`src/rtl/dvi_timing_gen.sv`:
```
// Raster timing generator for a DVI transmitter: walks an (h,v) position
// across the full frame and registers de, syncs, control pairs and coordinates.
module dvi_timing_gen #(
    parameter int H_ACTIVE = 640,
    parameter int H_FP     = 16,
    parameter int H_SYNC   = 96,
    parameter int H_BP     = 48,
    parameter int V_ACTIVE = 480,
    parameter int V_FP     = 10,
    parameter int V_SYNC   = 2,
    parameter int V_BP     = 33,
    parameter bit HS_POL   = 1'b0,
    parameter bit VS_POL   = 1'b0,
    parameter int XW       = 10,
    parameter int YW       = 10
) (
    input  logic          clk,
    input  logic          rstn,
    input  logic          en,
    output logic          de,
    output logic          hsync,
    output logic          vsync,
    output logic [1:0]    ctrl_b,
    output logic [1:0]    ctrl_gr,
    output logic [XW-1:0] x,
    output logic [YW-1:0] y,
    output logic          line_start,
    output logic          frame_start
);

    localparam int H_TOTAL = H_ACTIVE + H_FP + H_SYNC + H_BP;
    localparam int V_TOTAL = V_ACTIVE + V_FP + V_SYNC + V_BP;

    localparam logic [XW-1:0] H_LAST   = XW'(H_TOTAL - 1);
    localparam logic [XW-1:0] H_ACT    = XW'(H_ACTIVE);
    localparam logic [XW-1:0] HS_START = XW'(H_ACTIVE + H_FP);
    localparam logic [XW-1:0] HS_END   = XW'(H_ACTIVE + H_FP + H_SYNC);
    localparam logic [YW-1:0] V_LAST   = YW'(V_TOTAL - 1);
    localparam logic [YW-1:0] V_ACT    = YW'(V_ACTIVE);
    localparam logic [YW-1:0] VS_START = YW'(V_ACTIVE + V_FP);
    localparam logic [YW-1:0] VS_END   = YW'(V_ACTIVE + V_FP + V_SYNC);

    logic [XW-1:0] h_q, h_d, x_q, x_d;
    logic [YW-1:0] v_q, v_d, y_q, y_d;
    logic          de_q, de_d;
    logic          hsync_q, hsync_d;
    logic          vsync_q, vsync_d;
    logic          line_start_q, line_start_d;
    logic          frame_start_q, frame_start_d;

    always_comb begin
        // NOTE: every signal gets its hold value first, so no path through this block can infer a latch.
        h_d           = h_q;
        v_d           = v_q;
        x_d           = x_q;
        y_d           = y_q;
        de_d          = de_q;
        hsync_d       = hsync_q;
        vsync_d       = vsync_q;
        line_start_d  = line_start_q;
        frame_start_d = frame_start_q;

        if (en) begin
            h_d = (h_q == H_LAST) ? '0 : h_q + XW'(1);
            if (h_q == H_LAST) begin
                v_d = (v_q == V_LAST) ? '0 : v_q + YW'(1);
            end

            // Outputs describe the position held before this edge.
            de_d          = (h_q < H_ACT) && (v_q < V_ACT);
            hsync_d       = ((h_q >= HS_START) && (h_q < HS_END)) ? HS_POL : ~HS_POL;
            vsync_d       = ((v_q >= VS_START) && (v_q < VS_END)) ? VS_POL : ~VS_POL;
            x_d           = h_q;
            y_d           = v_q;
            line_start_d  = (h_q == '0);
            frame_start_d = (h_q == '0) && (v_q == '0);
        end
    end

    // NOTE: non-blocking assignments keep every flop sampling pre-edge values, independent of statement order.
    always_ff @(posedge clk) begin
        if (!rstn) begin
            h_q           <= '0;
            v_q           <= '0;
            x_q           <= '0;
            y_q           <= '0;
            de_q          <= 1'b0;
            hsync_q       <= ~HS_POL;
            vsync_q       <= ~VS_POL;
            line_start_q  <= 1'b0;
            frame_start_q <= 1'b0;
        end else begin
            h_q           <= h_d;
            v_q           <= v_d;
            x_q           <= x_d;
            y_q           <= y_d;
            de_q          <= de_d;
            hsync_q       <= hsync_d;
            vsync_q       <= vsync_d;
            line_start_q  <= line_start_d;
            frame_start_q <= frame_start_d;
        end
    end

    assign de          = de_q;
    assign hsync       = hsync_q;
    assign vsync       = vsync_q;
    assign ctrl_b      = {vsync_q, hsync_q};
    assign ctrl_gr     = 2'b00;
    assign x           = x_q;
    assign y           = y_q;
    assign line_start  = line_start_q;
    assign frame_start = frame_start_q;

endmodule

```
`config.mk`:
```
export PLATFORM = sky130hd
export DESIGN_NAME = dvi_timing_gen
export DESIGN_NICKNAME = d
export VERILOG_FILES = /design/src/rtl/dvi_timing_gen.sv
export SDC_FILE = /design/constraint.sdc
export NUM_CORES = 1
export LEC_CHECK = 0
export CAP_MARGIN = 25
export CORE_MARGIN = 4
export CORE_UTILIZATION = 50
export DETAILED_ROUTE_END_ITERATION = 6
export PLACE_DENSITY = 0.78
export SLEW_MARGIN = 20
export SYNTH_ARGS = -nofsm -noshare
export SYNTH_HDL_FRONTEND = slang
export SYNTH_SLANG_ARGS = --single-unit
```
`constraint.sdc`:
```
create_clock -name clk -period 2.59 [get_ports clk]
set_input_delay 0.3885 -clock clk [delete_from_list [all_inputs] [get_ports clk]]
set_output_delay 0.3885 -clock clk [all_outputs]
set_load 0.05 [all_outputs]
```
==> results of run 1 <==
[stage by stage]
step           utilization  cells  instance area [µm²]
4_1_cts              0.617    299                 2490
5_1_grt              0.617    299                 2490
2_1_floorplan            -    228                 2110
3_5_place_dp         0.596    292                 2400
6_report             0.617    299                 2490
3_3_place_gp         0.596    292                 2400
[worst max-delay path: cells and delay by family, from the launching register on]
family / cells / cell delay (ns)
adders and majority gates: 1 / 0.26
DFF: 1 / 0.42
AOI/OAI and AO/OA: 1 / 0.13
and+or+nand+nor: 3 / 1.19
[metal layers]
layer  vias up  wire length, µm
met5         -                0
met4         0               85
met3         6              179
met2        35             1790
met1       743             2030
li1        812                -
[power groups by stage]
stage,clock [µW],sequential (µW),combinational [µW]
2_1_floorplan,0,740,57.1
3_3_place_gp,0,722,97.5
3_5_place_dp,0,722,98.3
4_1_cts,445,705,98.5
5_1_grt,475,707,105
6_report,436,706,97.6
[kinds of logic after synthesis]
family | Yosys count | synth area share
compound gates | 17 | 0.0504
simple gates | 100 | 0.285
fa+ha+maj | 4 | 0.0237
mux | 20 | 0.0948
buf+inv | 27 | 0.0640
other cells | 1 | 0.00178
flops | 45 | 0.427
xor+xnor | 13 | 0.0539
[cells in the mapped netlist, drive strengths merged (2+ instances only)]
cell	count
nand3	16
or4	3
a21boi	4
and2	4
buf	11
clkbuf	10
nor2	14
ha	4
o21ai	7
nor2b	21
nand4bb	2
mux2i	20
xnor2	10
and3	2
nor4	6
inv	6
nand2b	6
or3	4
nand4	5
a21oi	3
nand4b	3
dfxtp	45
xor2	3
nor3	3
nand2	8
[sequential cells by signal, indices dropped and copies added, names as in the netlist, 10 cells and up]
register and cells:
y 10, x 10, v_q 10, h_q 10
[cells in the final DEF, fill, tap and decap left out, types with 3 or more instances in the layout]
master           synthesis  layout
clkdlybuf4s50_1          0      29
nor2_1                  14      14
and2_1                   4       4
mux2i_1                 20      20
nand3_1                 16      16
nand4_1                  4       4
nand2b_1                 6       6
xor2_1                   3       3
ha_1                     4       4
dfxtp_1                 45      45
nor4_1                   6       6
a21boi_0                 4       4
clkbuf_8                 0       6
inv_1                    6       6
buf_4                    6       6
o21ai_0                  6       6
nor2b_1                 21      21
nor3_1                   3       3
or3_1                    4       4
xnor2_1                 10      10
nand2_1                  8       8
[cell type report]
type | count | area (µm²) | area share
repair buffers | 35 | 335 | 0.135
multi-input cells | 156 | 1080 | 0.434
well taps | 50 | 62.6 | 0.0252
flip-flops and latches | 45 | 901 | 0.362
inverters | 6 | 22.5 | 0.00906
clock buffers | 7 | 86.3 | 0.0347
[final timing paths]
kind / startpoint / end / slack, ns / depth (start not counted)
worst max-delay path: h_q[0]$_SDFFE_PN0P_ / v_q[8]$_SDFFE_PN0P_ / 0.53 / 5
worst min-delay path: line_start$_SDFFE_PN0P_ / line_start$_SDFFE_PN0P_ / 0.48 / 2
worst max register to register: h_q[0]$_SDFFE_PN0P_ / v_q[8]$_SDFFE_PN0P_ / 0.53 / 5
worst min register to register: line_start$_SDFFE_PN0P_ / line_start$_SDFFE_PN0P_ / 0.48 / 2
==> reports/metrics.yaml, run 1 <==
status: "finished, final reports clean"
viasPerCell: 5.34
grt_max_degree: 38
path_class: "reg2reg"
endpoint_kind: "flip-flop"
port_buffers: 29
synth_enable_flop_cells: 0
maxSlewViolCount: 0
setup_violations: 0
fmax_mhz: 485
finClkSkew_ns: 0.00737
finalSetupTns_ns: 0
pin_count: 32
grt_use_met3: 0.0565
post_cts_resized: 0
layout.nets: 256
gp_congestion: 0.823
die_area_um2: 5330
wl_um: 4090
gr-usage-met2: 0.262
antenna_found_initial: 0
fin_ws_ns: 0.526
path_clk_slew_ns: 0.08
required_ns: 2.83
worstMarginPinSlew_ns: 0.512
via_count: 1596
hold_buffers: 0
synthesis.area_um2: 2110
nFillCells: 365
drt_iter0_markers: 85
grt_busiest_layer: "met2"
arrival_ns: 2.30
drv_cap: 0
ys_warn_count: 0
yosys.area.top_type: "dfxtp_1"
leakagePower_uw: 0.000931
cts_buffer_depth: 2
totalPowerFinal_uw: 1240
grt_use_total: 0.174
p_sw_uw: 291
diodes: 0
relSlewSlack: 0.658
avgSynthCellArea_um2: 9.30
die-width_um: 73.0
pwr_density_cell_nw_per_um2: 498
worst-path-max-fanout: 7
vdd_drop_max_mv: 0.386
max_stage_delay_ns: 0.55
coreArea_um2: 4030
num_rows: 23
worstSkewPairLatency_ns: 0.30
ys_seq_area_frac: 0.427
cp_cell_sequence: "ha_1 > nand4_2 > or3_1 > or4_4 > a21oi_2"
fin_crit_ns: 2.06
htree_levels: 2
first_pass_iters: 4
cts_setup_buffers: 0
drcViolationCount: 0
numCtsBuffers: 5
pwr-share-comb: 0.079
cts_tree: "yes"
grt_pass1_wl_um: 7070
place_ws_ns: 0.351
synth-seq-cells: 45
grt-ovfl-total: 0
dpl.hpwl_um: 2830
area_delta_synth_final_pct: 17.8
seq_power_share: 0.569
cp-start-kind: "flip-flop"
async_flop_share: 0
power.share.clock: 0.352
drive_gt1_frac: 0.0683
crit_path_top_delay_cell: "or4_4"
wl_per_cell_um: 13.7
initial_core_util: 0.524
use_met1: 0.225
synthFlopType: "dfxtp_1"
hold_viol: 0
worstHoldPathType: "reg2reg"
rsz0062_at_grt: "no"
synth_cell_type_count: 40
holdWs_ns: 0.480
min_period_over_period: 0.797
synthTopCellsByArea: "dfxtp_1, mux2i_1, nor2b_1, xnor2_1, nand3_1"
swShare: 0.235
syn_inst: 227
dieHeight_um: 73.0
synth_top_area_share: 0.427
cts_sinks: 45
cts-root-buf: "clkbuf_8"
grt_pass1_vias: 1523
internal_power_uw: 948
detail-route-antenna-nets: 0
Note: power is estimated with default switching activity, not from simulation.
==> inputs of run 2 (changes only) <==
==> constraint.sdc (replaced) <==
create_clock -name clk -period 1.95 [get_ports clk]
set_input_delay 0.2925 -clock clk [delete_from_list [all_inputs] [get_ports clk]]
set_output_delay 0.2925 -clock clk [all_outputs]
set_load 0.05 [all_outputs]
==> reports/metrics.yaml, run 2 (synthesized netlist as in run 1, its figures left out) <==
status: "finished, final reports clean"  # unchanged
via_count: 1652  # was 1596
vdd_drop_max_mv: 0.436  # was 0.386 mV
initial_core_util: 0.524  # unchanged
regToRegSetupSlack_ns: 0.08  # was 0.53 ns
leakagePower_uw: 0.00101  # was 0.000931 µW
drcViolationCount: 0  # unchanged
numCtsBuffers: 5  # unchanged
layout.nets: 270  # was 256
grt_max_degree: 24  # was 38
relSlewSlack: 0.666  # was 0.658
detail-route-antenna-nets: 0  # unchanged
diodes: 0  # unchanged
pin_count: 32  # unchanged
path_clk_slew_ns: 0.07  # was 0.08 ns
grt_pass1_wl_um: 7620  # was 7070 µm
nFillCells: 337  # was 365
worstHoldPathType: "reg2reg"  # unchanged
die_area_um2: 5330  # unchanged
wl_um: 4300  # was 4090 µm
required_ns: 2.17  # was 2.83 ns
drt_iter0_markers: 90  # was 85
worst-path-max-fanout: 4  # was 7
htree_levels: 2  # unchanged
multi_input_area_um2: 1080  # about the same
min_period_over_period: 0.959  # was 0.797
hold_viol: 0  # unchanged
grt-ovfl-total: 0  # unchanged
cp-start-kind: "flip-flop"  # unchanged
rsz0062_at_grt: "no"  # unchanged
drv_cap: 0  # unchanged
first_pass_iters: 4  # unchanged
path_class: "reg2reg"  # unchanged
cts-root-buf: "clkbuf_8"  # unchanged
gp_congestion: 0.841  # was 0.823
cts_tree: "yes"  # unchanged
worstReg2RegStart: "h_q[1]$_SDFFE_PN0P_"  # was h_q[0]$_SDFFE_PN0P_
totalPowerFinal_uw: 1640  # was 1240 µW
final_common_cell: "dfxtp_1"  # unchanged
num_rows: 23  # unchanged
grt_use_total: 0.179  # was 0.174
pwr_density_cell_nw_per_um2: 627  # was 498 nW/µm²
antenna_found_initial: 0  # unchanged
cp-startpoint: "h_q[1]$_SDFFE_PN0P_"  # was h_q[0]$_SDFFE_PN0P_
fmax_mhz: 535  # was 485 MHz
cts_sinks: 45  # unchanged
grt_pass1_vias: 1652  # was 1523
endpoint_kind: "flip-flop"  # unchanged
maxSlewViolCount: 0  # unchanged
drive_gt1_frac: 0.133  # was 0.0683
worstMarginPinSlew_ns: 0.500  # was 0.512 ns
cts_buffer_depth: 2  # unchanged
holdWs_ns: 0.484  # was 0.480 ns
setup_violations: 0  # unchanged
wl_per_cell_um: 13.7  # about the same
area_delta_synth_final_pct: 23.8  # was 17.8%
finClkSkew_ns: 0.00434  # was 0.00737 ns
hold_buffers: 0  # unchanged
worstSkewPairLatency_ns: 0.28  # was 0.30 ns
final_cell_mix: "dfxtp_1, clkdlybuf4s50_1, nor2b_1"  # unchanged
arrival_ns: 2.09  # was 2.30 ns
dieHeight_um: 73.0  # unchanged
viasPerCell: 5.28  # was 5.34
coreArea_um2: 4030  # unchanged
fin_crit_ns: 1.87  # was 2.06 ns
port_buffers: 29  # unchanged
die-width_um: 73.0  # unchanged
min-delay-start: "de$_SDFFE_PN0P_"  # was line_start$_SDFFE_PN0P_
dpl.hpwl_um: 3150  # was 2830 µm
register_area_um2: 903  # was 901 µm²
[run 2: cell count changes in the layout (fill, tap and decap cells not counted), sizes merged]
| cell | delta |
|---|---|
| buf | +14 |
[run 2: layout make-up]
cell class / count / share of cell area
multi-input combinational: 156 / 0.415
sequential: 45 / 0.346
inverter: 6 / 0.00862
timing repair buffer: 49 / 0.173
tap: 50 / 0.0239
clock buffer: 7 / 0.0330
[run 2: path summary, 6_finish.rpt]
path / end / depth (start not counted)
worst max register to register: v_q[8]$_SDFFE_PN0P_ / 5
worst min-delay path: de$_SDFFE_PN0P_ / 2
worst max-delay path: v_q[8]$_SDFFE_PN0P_ / 5
worst min register to register: de$_SDFFE_PN0P_ / 2
[run 2: through the flow]
stage / TNS (ns) / setup slack, ns / instance area, µm² / utilization / std cells
after floorplan: 0 / 0.00240 / 2120 / - / 228
after global placement: -0.197 / -0.0755 / 2520 / 0.626 / 306
after detailed placement: -0.325 / -0.102 / 2520 / 0.626 / 306
after CTS: 0 / 0.0957 / 2610 / 0.648 / 313
after global routing: 0 / 0.00524 / 2610 / 0.648 / 313
final: 0 / 0.0798 / 2610 / 0.648 / 313
[run 2: critical path: stages, from the launching register on]
cell and delay (ns):
dfxtp_2 0.34, ha_2 0.22, nand4_2 0.15, or3_1 0.43
or4_4 0.53, a21oi_2 0.14
[run 2: report_power, final]
group / internal [µW] / switching [µW]
Sequential: 929 / 5.62
Combinational: 57.8 / 86.7
Clock: 281 / 277
Total: 1270 / 369
[run 2: per-layer routing]
metal  track usage  vias to the layer above  wire [µm]
met3        0.0303                        5        142
li1              -                      841          -
met4        0.0451                        0         51
met2         0.287                       32       1950
met1         0.251                      774       2160
met5             0                        -          0
[run 2: repair_timing]
action                                  4_1_cts  5_1_grt
endpoints found under the setup margin        0        2
gates resized for setup                       0        1
buffers inserted                              0        0
